--- config.mk ---
export PLATFORM = sky130hd
export DESIGN_NAME = tp84_rom_loader
export DESIGN_NICKNAME = d
export VERILOG_FILES = /design/src/rtl/tp84_loader_pkg.sv /design/src/rtl/tp84_region_decode.sv /design/src/rtl/tp84_rom_loader.sv
export SDC_FILE = /design/constraint.sdc
export NUM_CORES = 1
export LEC_CHECK = 0
export CAP_MARGIN = 20
export CORE_MARGIN = 3
export CORE_UTILIZATION = 25
export DETAILED_ROUTE_END_ITERATION = 8
export PLACE_DENSITY = 0.54
export SETUP_SLACK_MARGIN = 0.3
export SLEW_MARGIN = 20
export SYNTH_ARGS = -nofsm -noshare
export SYNTH_HDL_FRONTEND = slang
export SYNTH_SLANG_ARGS = --single-unit
export TNS_END_PERCENT = 50
--- constraint.sdc ---
create_clock -name clk_49m -period 2.8 [get_ports clk_49m]
set_input_delay 0.7 -clock clk_49m [delete_from_list [all_inputs] [get_ports clk_49m]]
set_output_delay 0.7 -clock clk_49m [all_outputs]
set_load 0.1 [all_outputs]
--- src/rtl/tp84_loader_pkg.sv ---
// tp84_loader_pkg
// Shared constants and types for the TimePilot84 ROM loader:
//   REG_BASE / REG_SIZE : byte offset and length of each ROM region in the
//                         flat index-0 download image
//   IMG_SIZE            : total image length; a complete load has exactly
//                         this many bytes
//   region_e            : region names, also the bit positions in rom_we
//   state_e             : loader FSM states
package tp84_loader_pkg;

    typedef enum logic [2:0] {
        REG_CPU1 = 3'd0,
        REG_CPU2 = 3'd1,
        REG_SND  = 3'd2,
        REG_CHAR = 3'd3,
        REG_SPR  = 3'd4,
        REG_PROM = 3'd5
    } region_e;

    typedef enum logic [1:0] {
        ST_IDLE  = 2'd0,
        ST_LOAD  = 2'd1,
        ST_CHECK = 2'd2,
        ST_DONE  = 2'd3
    } state_e;

    localparam int NREG_TABLE = 6;

    // Indexed by region_e. Regions tile the image with no gaps.
    localparam logic [31:0] REG_BASE [NREG_TABLE] = '{
        32'h0_0000, 32'h0_8000, 32'h0_A000, 32'h0_C000, 32'h1_0000, 32'h1_8000
    };
    localparam logic [31:0] REG_SIZE [NREG_TABLE] = '{
        32'h8000, 32'h2000, 32'h2000, 32'h4000, 32'h8000, 32'h0800
    };

    localparam logic [31:0] IMG_SIZE = 32'h1_8800;

endpackage

--- src/rtl/tp84_region_decode.sv ---
// tp84_region_decode
// Combinational decode of a flat image address into its ROM region.
// Ports:
//   addr     in  ADDR_W  image byte address
//   hit      out NREG    one-hot region match (all zero when out of image)
//   loc_addr out LOC_W   address relative to the matching region base
//   overflow out 1       address lies at or beyond the end of the image
module tp84_region_decode
    import tp84_loader_pkg::*;
#(
    parameter int ADDR_W = 25,
    parameter int LOC_W  = 15,
    parameter int NREG   = 6
) (
    input  logic [ADDR_W-1:0] addr,
    output logic [NREG-1:0]   hit,
    output logic [LOC_W-1:0]  loc_addr,
    output logic              overflow
);

    logic [31:0] addr_ext;

    assign addr_ext = 32'(addr);

    always_comb begin
        hit      = '0;
        loc_addr = '0;
        overflow = (addr_ext >= IMG_SIZE);
        for (int i = 0; i < NREG; i++) begin
            if (addr_ext >= REG_BASE[i] && addr_ext < REG_BASE[i] + REG_SIZE[i]) begin
                hit[i]   = 1'b1;
                loc_addr = LOC_W'(addr_ext - REG_BASE[i]);
            end
        end
    end

endmodule

--- src/rtl/tp84_rom_loader.sv ---
// tp84_rom_loader
// Bridges the HPS ioctl download stream to the TimePilot84 ROMs: splits the
// index-0 image into per-region write strobes, latches DIP bytes (index 254)
// and the set-3 flag (index 1), and reports whether a complete image loaded.
// Ports:
//   clk_49m, reset (sync, active-high)
//   ioctl_download/index/wr/addr/dout : HPS download stream
//   rom_we/rom_addr/rom_data          : registered region write port
//   dip_sw, is_set3                   : latched configuration
//   rom_ready, load_error             : image status
//   checksum (TP84_LOADER_CHECKSUM_EN only) : sum of counted image bytes
// Optional build macro TP84_LOADER_CHECKSUM_EN adds the checksum output and
// the EXP_SUM parameter (0 = do not compare).
//
// state | meaning
// IDLE  | no valid image; wait for an index-0 download to start
// LOAD  | index-0 download running; count bytes, note overflow
// CHECK | one cycle: judge byte count / overflow
// DONE  | valid image held; a new index-0 start reloads
module tp84_rom_loader
    import tp84_loader_pkg::*;
#(
    parameter int ADDR_W = 25,
    parameter int LOC_W  = 15,
    parameter int NREG   = 6
`ifdef TP84_LOADER_CHECKSUM_EN
    , parameter logic [15:0] EXP_SUM = 16'h0000
`endif
) (
    input  logic              clk_49m,
    input  logic              reset,
    input  logic              ioctl_download,
    input  logic [7:0]        ioctl_index,
    input  logic              ioctl_wr,
    input  logic [ADDR_W-1:0] ioctl_addr,
    input  logic [7:0]        ioctl_dout,
    output logic [NREG-1:0]   rom_we,
    output logic [LOC_W-1:0]  rom_addr,
    output logic [7:0]        rom_data,
    output logic [15:0]       dip_sw,
    output logic              is_set3,
    output logic              rom_ready,
    output logic              load_error
`ifdef TP84_LOADER_CHECKSUM_EN
    , output logic [15:0]     checksum
`endif
);

    logic [NREG-1:0]   dec_hit;
    logic [LOC_W-1:0]  dec_loc;
    logic              dec_ovf;
    state_e            state;
    logic              dl_q;
    logic [ADDR_W-1:0] byte_cnt;
    logic              ovf_flag;
    logic              wr_img;
    logic              dl_rise;
    logic              dl_fall;
    logic              img_ok;

    tp84_region_decode #(
        .ADDR_W (ADDR_W),
        .LOC_W  (LOC_W),
        .NREG   (NREG)
    ) u_decode (
        .addr     (ioctl_addr),
        .hit      (dec_hit),
        .loc_addr (dec_loc),
        .overflow (dec_ovf)
    );

    assign wr_img  = ioctl_wr && (ioctl_index == 8'd0);
    assign dl_rise = ioctl_download && !dl_q;
    assign dl_fall = !ioctl_download && dl_q;

    always_comb begin
        img_ok = (32'(byte_cnt) == IMG_SIZE) && !ovf_flag;
`ifdef TP84_LOADER_CHECKSUM_EN
        if (EXP_SUM != 16'h0000 && checksum != EXP_SUM) begin
            img_ok = 1'b0;
        end
`endif
    end

    always_ff @(posedge clk_49m) begin
        if (reset) begin
            state      <= ST_IDLE;
            dl_q       <= 1'b0;
            byte_cnt   <= '0;
            ovf_flag   <= 1'b0;
            rom_we     <= '0;
            rom_addr   <= '0;
            rom_data   <= '0;
            dip_sw     <= 16'hFFFF;
            is_set3    <= 1'b0;
            rom_ready  <= 1'b0;
            load_error <= 1'b0;
`ifdef TP84_LOADER_CHECKSUM_EN
            checksum   <= '0;
`endif
        end else begin
            dl_q   <= ioctl_download;
            // Image bytes reach the ROMs in any state; only LOAD counts them.
            rom_we <= wr_img ? dec_hit : '0;
            if (wr_img) begin
                rom_addr <= dec_loc;
                rom_data <= ioctl_dout;
            end

            if (ioctl_wr && ioctl_index == 8'd254 && ioctl_addr[ADDR_W-1:3] == '0) begin
                if (ioctl_addr[2:0] == 3'd0) begin
                    dip_sw[7:0] <= ioctl_dout;
                end else if (ioctl_addr[2:0] == 3'd1) begin
                    dip_sw[15:8] <= ioctl_dout;
                end
            end

            if (ioctl_wr && ioctl_index == 8'd1 && ioctl_addr == '0) begin
                is_set3 <= ioctl_dout[0];
            end

            case (state)
                ST_IDLE, ST_DONE: begin
                    if (dl_rise && ioctl_index == 8'd0) begin
                        state      <= ST_LOAD;
                        byte_cnt   <= '0;
                        ovf_flag   <= 1'b0;
                        rom_ready  <= 1'b0;
                        load_error <= 1'b0;
`ifdef TP84_LOADER_CHECKSUM_EN
                        checksum   <= '0;
`endif
                    end
                end
                ST_LOAD: begin
                    // A write coinciding with the falling edge still counts.
                    if (wr_img) begin
                        if (byte_cnt != '1) begin
                            byte_cnt <= byte_cnt + ADDR_W'(1);
                        end
                        if (dec_ovf) begin
                            ovf_flag <= 1'b1;
                        end
`ifdef TP84_LOADER_CHECKSUM_EN
                        checksum <= checksum + {8'h00, ioctl_dout};
`endif
                    end
                    if (dl_fall) begin
                        state <= ST_CHECK;
                    end
                end
                ST_CHECK: begin
                    rom_ready  <= img_ok;
                    load_error <= !img_ok;
                    state      <= img_ok ? ST_DONE : ST_IDLE;
                end
                default: state <= ST_IDLE;
            endcase
        end
    end

endmodule

**Word-level counts from Yosys, hierarchy flattened**

Index checks and enable logic that the tools add are counted.

- Register bits after elaboration: 77
- Bits in latches: 0
- Memory bits (writable): 0
- ROM bits: 0
- Input port bits: 45
- Output and inout port bits: 48
- Logic and storage cells: 106
- Memories: 0

- Add/subtract/negate cells: 6
- Multiply operators: 0
- Divide/modulo/power cells: 0
- Order comparisons: 13
- Equality and inequality tests: 13
- Shift-type cells: 0
- Muxes and demuxes: 26
- Bitwise logic cells: 2
- Reductions and logical operators: 34

Operator list:

| kind | number |
|---|---|
| $mux W15 | 6 |
| $ge A25 B16 Y1 const B | 3 |
| $ge A25 B17 Y1 const B | 3 |
| $lt A25 B16 Y1 const B | 3 |
| $lt A25 B17 Y1 const B | 3 |
| $mux W25 | 3 |
| $pmux W25 S2 | 1 |
| $sub A15 B1 Y15 const B | 3 |
| $add A25 B1 Y25 const B | 1 |
| $eq A25 B17 Y1 const B | 1 |
| $ge A25 B1 Y1 const B | 1 |
| $logic_not A25 Y1 | 1 |
| $ne A25 B25 Y1 const B | 1 |
| $logic_not A22 Y1 | 1 |
| $logic_and A1 B1 Y1 | 15 |
| $sub A15 B14 Y15 const B | 1 |
| $sub A15 B15 Y15 const B | 1 |
| $ne A2 B2 Y1 const B | 5 |
| $mux W1 | 9 |
| $eq A8 B1 Y1 const B | 1 |
| $eq A8 B8 Y1 const B | 1 |
| $logic_not A8 Y1 | 1 |
| $reduce_and A4 Y1 | 2 |
| $mux W2 | 3 |
| 13 further kinds | 24 |

**Depth between registers and ports, before layout**

Gate-level depths: netlist of the first run.

- Depth after elaboration: 8
- Depth in mapped cells: 9
- Mapped depth without buffers: 7

**Hierarchy**

A second synthesis of the first run with hierarchy kept.

- Cells, all modules: 487
- Area total of the unflattened synthesis: 4015.1 um2

By module, submodules not included:

| module | times used | cells each | area an instance (um2) | sequential area each (um2) |
|---|---|---|---|---|
| tp84_rom_loader | 1 | 433 | 3671.0 | 1541.5 |
| tp84_region_decode | 1 | 54 | 344.1 | 0.0 |

**Worst setup path before layout of the first run**

No wires, ideal clock.

- Path kind: in2reg
- Start: in ioctl_addr[19]
- End: reg dip_sw[0]
- Setup time: 0.120 ns
- Arrival time: 2.354 ns
- Data required time: 2.680 ns
- Path slack: 0.326 ns
- Stages on the path: 5
- Cells stage by stage: or4_1 -> nor3_2 -> nand4_2 -> clkbuf_1 -> a211o_1

- Cells in the longest elaborated chain, start to end: 3

RTL lines:

| element | RTL line | source |
|---|---|---|
| start: declaration | tp84_rom_loader.sv:35 | `input logic [ADDR_W-1:0] ioctl_addr,` |
| $logic_not A22 Y1 | tp84_rom_loader.sv:110 | `if (ioctl_wr && ioctl_index == 8'd254 && ioctl_addr[ADDR_W-1:3] == '0) begin` |
| $logic_and A1 B1 Y1 | tp84_rom_loader.sv:110 |  |
| $reduce_and A2 Y1 (no source line) | n/a |  |
| end signal: assignment | tp84_rom_loader.sv:112 | `dip_sw[7:0] <= ioctl_dout;` |
| end: declaration | tp84_rom_loader.sv:40 | `output logic [15:0] dip_sw,` |

No other way between the ends.
A chain may end at the register's enable or synchronous reset.

**Final worst setup path of the first run**

- Start: in ioctl_addr[19]
- End: reg dip_sw[4]

The elaborated chain is that of the path after synthesis.

==> reports/summary.txt, run 1 <==
status: finished clean
Yosys top cell area share: 42.2%
commonest cells in the netlist: dfxtp_1 (77), nor2_1 (52), nand2_1 (46)
Via density: 4.90
Setup crit start: ioctl_addr[19]
Hold Vio Cnt, Final: 0
routed length per placed instance: 14.7 um
CTS tree: built
sequential fraction of the synthesis area: 42.2%
EDFF count, synth: 0
Tot Pwr: 2.59 mW
leading area contributor after synthesis: dfxtp_1
Initial DRC Count: 255
post-route ant nets: 0
grt ovf: 0
fin cells: 732
Synth Net Count: 482
Tot GR Track Use: 13.3%
total of max-cap violations: 0
DRT Pass-1 Iters: 4
Starting Density: 25.9%
WL final: 10800 um
FFs w/ async S/R, synth: 0%
Crit. End Element: flip-flop
Die X: 127 um
vias in the first global route: 3414
synth unique cells: 55
Min Clock Period, post-route: 2.44 ns
Ys Warns: 0
largest net degree at the start of global routing: 50
Post-Place Cells: 714
leakage power: 2.15 nW
fin util: 37.2%
number of diodes: 0
Core ar.: 14100 um2
critical path fanouts, max: 16
DRC: 0
DP HPWL: 8120 um
critical path endpoint: dip_sw[4]
dominant cell by count in the synthesized netlist: dfxtp_1
max-slew violations: 0
Clk Tree Root Cell: clkbuf_16
required time worst endpoint: 3.04 ns
Area growth syn-to-layout: 43.6%
Die Height: 127 um
Clk Latency, worst-skew pair: 0.34 ns
Slew HR: 49.8%
FF+latch count, synth: 77
Slew @ Worst Pin: 0.747 ns
row cnt: 43
Setup Skew: 0.00546 ns
first-pass GRT wire length: 17300 um
hold crit path type: flip-flop to flip-flop
nets@finish: 599
fmax: 0.409 GHz
cell count after synthesis: 430
R2R Path Start: state[0]
I/O pin count: 93
Post-Synthesis Cell Area: 3650 um2
Synth area leaders: dfxtp_1 (42%), nor2_1 (5.3%), nand2_1 (4.7%)
CTS Buffer Depth: 2
top_reg_cell synth: dfxtp_1
gp weighted congestion: 0.857
H-Tree Depth: 3
initial antenna violation count: 0
post-synthesis area per instance: 8.50 um2
CTS clk-pin slew, worst paths: 0.07 ns
flop2flop setup slack: 0.45 ns
RSZ-0062 raised after global routing: yes
maximum vdd drop: 283 uV
Finish-stage setup viols: 0
critical path type: primary input to flip-flop
layout cells sized above 1: 21.9%
Hold Buf Count CTS: 0
total clock sinks: 77
total CTS buffers: 9
Worst Path Arrival: 2.68 ns
Period Utilization, post-route: 87.3%
Power Density: 494 nW/um2
Setup crit start kind: primary input
die footprint: 16100 um2
via count: 3584
I/O Buffers: 92
worst r2r dst: byte_cnt[18]
Reg2Reg Depth: 7
## report_power, final
group	total [mW]	switching, mW	internal, mW	leakage, nW
sequential	1.11	0.00419	1.10	0.622
combinational	0.269	0.135	0.135	1.37
clock	1.22	0.503	0.712	0.154
total	2.59	0.642	1.95	2.15
## how the worst min path moves through the flow
stage                      start      endpoint  slack (ns)  depth (start not counted)
floorplan           byte_cnt[24]  byte_cnt[24]        0.46                          2
global placement     rom_data[2]   rom_data[2]        0.44                          2
detailed placement   rom_data[0]   rom_data[0]        0.45                          2
CTS                  rom_data[0]   rom_data[0]        0.46                          2
global route         rom_data[7]   rom_data[7]        0.47                          2
finish               rom_data[0]   rom_data[0]        0.46                          2
## sequential cells by signal (all words and copies together) (netlist names)
name        flops
byte_cnt       25
dip_sw         16
rom_addr       15
rom_data        8
rom_we          6
state           2
dl_q            1
is_set3         1
load_error      1
ovf_flag        1
rom_ready       1
## worst max-delay path, cell delays in order
cell and delay [ns]:
clkdlybuf4s50_1 0.42, or4_1 0.57, nor3_2 0.20, buf_4 0.16, nand4_2 0.14, buf_12 0.20, a211o_1 0.29
## cells by family after synthesis
group                    Yosys count  share of synthesized area (%)
XOR/XNOR                           1                          0.240
multiplexers                      10                           2.74
flip-flops                        77                           42.2
AND/OR/NAND/NOR                  210                           30.9
AO/OA/AOI/OAI                     85                           17.1
buffers and inverters             40                           4.38
adder cells (fa/ha/maj)            7                           2.40
## layer usage
metal / GRT usage [%] / wire [um]
met5: 0 / 0
met4: 4.73 / 93
met3: 4.08 / 608
met2: 20.7 / 5140
met1: 17.5 / 4920
## per-stage QoR
| step | TNS, ns | worst slack, ns | hold slack (ns) | instance area (um2) |
|---|---|---|---|---|
| final | 0 | 0.356 | 0.456 | 5250 |
| after global routing | 0 | 0.273 | 0.472 | 5250 |
| after CTS | 0 | 0.342 | 0.460 | 5190 |
| after detailed placement | -2.08 | -0.114 | 0.452 | 4870 |
| after global placement | -1.39 | -0.0927 | 0.444 | 4870 |
| after floorplan | 0 | 0.326 | 0.459 | 3650 |
## area by class of cell
cell class / instances / area, um2
Fill cell: 1440 / 8850
Clock buffer: 9 / 225
Inverter: 20 / 75.1
Tap cell: 180 / 225
Sequential cell: 77 / 1540
Multi-Input combinational cell: 313 / 1990
Clock inverter: 7 / 85.1
Timing Repair Buffer: 126 / 1100
## layout by cell type (no fill, tap or decap), types with 4 or more instances in the layout
master	netlist	final
a211o_1	16	16
dlymetal6s2s_1	0	6
nor3_1	7	6
ha_1	7	6
clkdlybuf4s50_1	0	35
nor3b_1	6	5
and3_1	5	5
clkbuf_16	0	9
nand3_1	20	20
inv_6	0	5
or4_1	4	4
mux2i_1	10	10
nor4_1	12	12
nor2_1	52	51
buf_4	0	79
a22oi_1	14	14
nor2b_1	5	5
o21ai_0	9	8
nand2b_1	13	13
a21oi_1	21	21
nand4_1	13	13
nand2_1	46	46
dfxtp_1	77	75
inv_1	20	20
or3_1	6	6
o211ai_1	4	4
## what timing repair did
action / 4_1_cts / 5_1_grt
setup endpoints to repair: 26 / 28
pin swaps: 0 / 7
buffers inserted: 0 / 2
gates resized for setup: 4 / 13
(Power assumes the default switching activity.)
==> run 2: changes to the inputs <==
ABC_CLOCK_PERIOD_IN_PS = 2800   (was unset)
==> results of run 2 <==
Same layout as run 1: the final DEF is identical, and so are final timing and power.
==> run 3: changes to the inputs <==
CAP_MARGIN = 10   (was 20)
PLACE_DENSITY = 0.56   (was 0.54)
==> run 3 against run 2 <==
  * Worst setup slack got worse by 0.0038 ns
  * Non-clock buffer count up 5
  * Via count up 1.7%
  * Clock skew rose by 0.0077 ns
  * Combinational power hardly changed
  * Highest routed layer is now met5
  * Critical path depth unchanged
  * Cell count up 0.68%
==> reports/summary.txt, run 3 (same netlist as run 1, synthesis figures left out) <==
Power Density: 476 nW/um2
DP Area: 4900 um2
nets@finish: 604
critical path fanouts, max: 8
fmax: 0.408 GHz
required time worst endpoint: 3.03 ns
Starting Density: 25.9%
Finish-stage setup viols: 0
Die X: 127 um
I/O Buffers: 92
Reg2Reg Depth: 7
hold crit path type: flip-flop to flip-flop
Core ar.: 14100 um2
Worst Path Arrival: 2.68 ns
vias in the first global route: 3459
slowest CP cell: or4_1
worst r2r dst: byte_cnt[22]
gp weighted congestion: 0.829
worst-path cell chain: clkdlybuf4s50_1 -> or4_1 -> nor3_2 -> buf_4 -> nand4_4 -> buf_12 -> a211o_1
Clk Latency, worst-skew pair: 0.35 ns
Top delay family on crit path: simple AND/OR/NAND/NOR gates
largest net degree at the start of global routing: 50
slowest cell delay on critical path: 0.61 ns
max-slew violations: 0
Via density: 4.95
Area growth syn-to-layout: 45.0%
maximum vdd drop: 296 uV
RSZ-0062 raised after global routing: yes
CP Buf/Inv Count: 3
Post-Route Setup TNS: 0 ns
Hold Vio Cnt, Final: 0
most common cell after layout, fill and taps aside: buf_4
WL final: 11200 um
DP HPWL: 8030 um
post-route ant nets: 0
Slew @ Worst Pin: 0.791 ns
Setup Skew: 0.0132 ns
Setup crit start kind: primary input
Crit. End Element: flip-flop
CTS tree: built
Post-Place Cells: 716
grt ovf: 0
number of diodes: 0
CTS Buffer Depth: 2
I/O pin count: 93
row cnt: 43
routed length per placed instance: 15.2 um
total of max-cap violations: 0
flop2flop setup slack: 0.36 ns
initial antenna violation count: 1
total CTS buffers: 9
DRT Pass-1 Iters: 5
H-Tree Depth: 3
first-pass GRT wire length: 17800 um
leakage power: 2.13 nW
R2R Path Start: state[0]
Hold Path Depth: 2
Min Clock Period, post-route: 2.45 ns
critical path type: primary input to flip-flop
fin cells: 737
worst hold path endpoint: rom_data[3]
total clock sinks: 77
Tot GR Track Use: 13.6%
via count: 3645
Largest regs: byte_cnt x25, dip_sw x16, rom_addr x15
Die Height: 127 um
Clk Tree Root Cell: clkbuf_16
die footprint: 16100 um2
Initial DRC Count: 291
Hold Crit Start: rom_data[3]
Biggest register: byte_cnt
layout cells sized above 1: 23.3%
Slew HR: 46.8%
Largest register FFs: 25
status: finished clean
hold_ws: 0.457 ns
Period Utilization, post-route: 87.4%
Final Instance Area: 5300 um2
Hold Buf Count CTS: 0
most frequent cells in the layout: buf_4 (81), dfxtp_1 (77), nor2_1 (51), nand2_1 (46), clkdlybuf4s50_1 (38)
DRC: 0
CTS clk-pin slew, worst paths: 0.07 ns
==> run 3: what timing repair did <==
| action | 4_1_cts | 5_1_grt |
|---|---|---|
| setup endpoints to repair | 35 | 43 |
| cloned | 0 | 2 |
| resized for setup | 6 | 12 |
| pin swaps | 3 | 4 |
| buffers inserted | 1 | 2 |
==> run 3: worst max path at each step <==
stage	startpoint	endpoint	slack [ns]	cells after the start
2_1_floorplan	ioctl_addr[19]	dip_sw[0]	0.33	5
5_1_grt	state[0]	byte_cnt[20]	0.25	7
4_1_cts	ioctl_addr[14]	dip_sw[5]	0.27	10
6_report	ioctl_addr[23]	dip_sw[5]	0.35	7
3_3_place_gp	ioctl_download	byte_cnt[20]	-0.12	6
3_5_place_dp	ioctl_download	byte_cnt[20]	-0.19	6
==> run 3: worst min-delay path, cell delays in order (launching register included) <==
cell and delay, ns:
dfxtp_1 0.31, nand2_1 0.05, a21oi_1 0.05
==> run 3: stage by stage <==
stage	worst slack, ns	total power, mW	util, %
after global placement	-0.123	1.38	34.8
after global routing	0.250	2.62	37.6
after floorplan	0.326	1.26	-
final	0.352	2.52	37.6
after detailed placement	-0.190	1.39	34.8
after CTS	0.270	2.55	36.8
==> run 3: final cells by class <==
| type | instances | area, um2 |
|---|---|---|
| Fill cell | 1444 | 8800 |
| Multi-Input combinational cell | 313 | 2000 |
| Sequential cell | 77 | 1540 |
| Timing Repair Buffer | 131 | 1170 |
| Clock buffer | 9 | 225 |
| Tap cell | 180 | 225 |
| Inverter | 20 | 75.1 |
| Clock inverter | 7 | 61.3 |
==> run 3: where the power goes <==
| group | switching [mW] | leakage [nW] | internal, mW |
|---|---|---|---|
| Sequential | 0.00457 | 0.621 | 1.10 |
| Clock | 0.532 | 0.135 | 0.620 |
| Combinational | 0.136 | 1.37 | 0.131 |
| Total | 0.672 | 2.13 | 1.85 |
==> run 3: per-layer routing <==
metal	GRT usage, %	routed length [um]	share of wire, %
met1	18.2	5220	47
met2	20.5	5120	46
met3	3.79	726	6.5
met4	6.25	116	1.0
met5	0	7	0.063
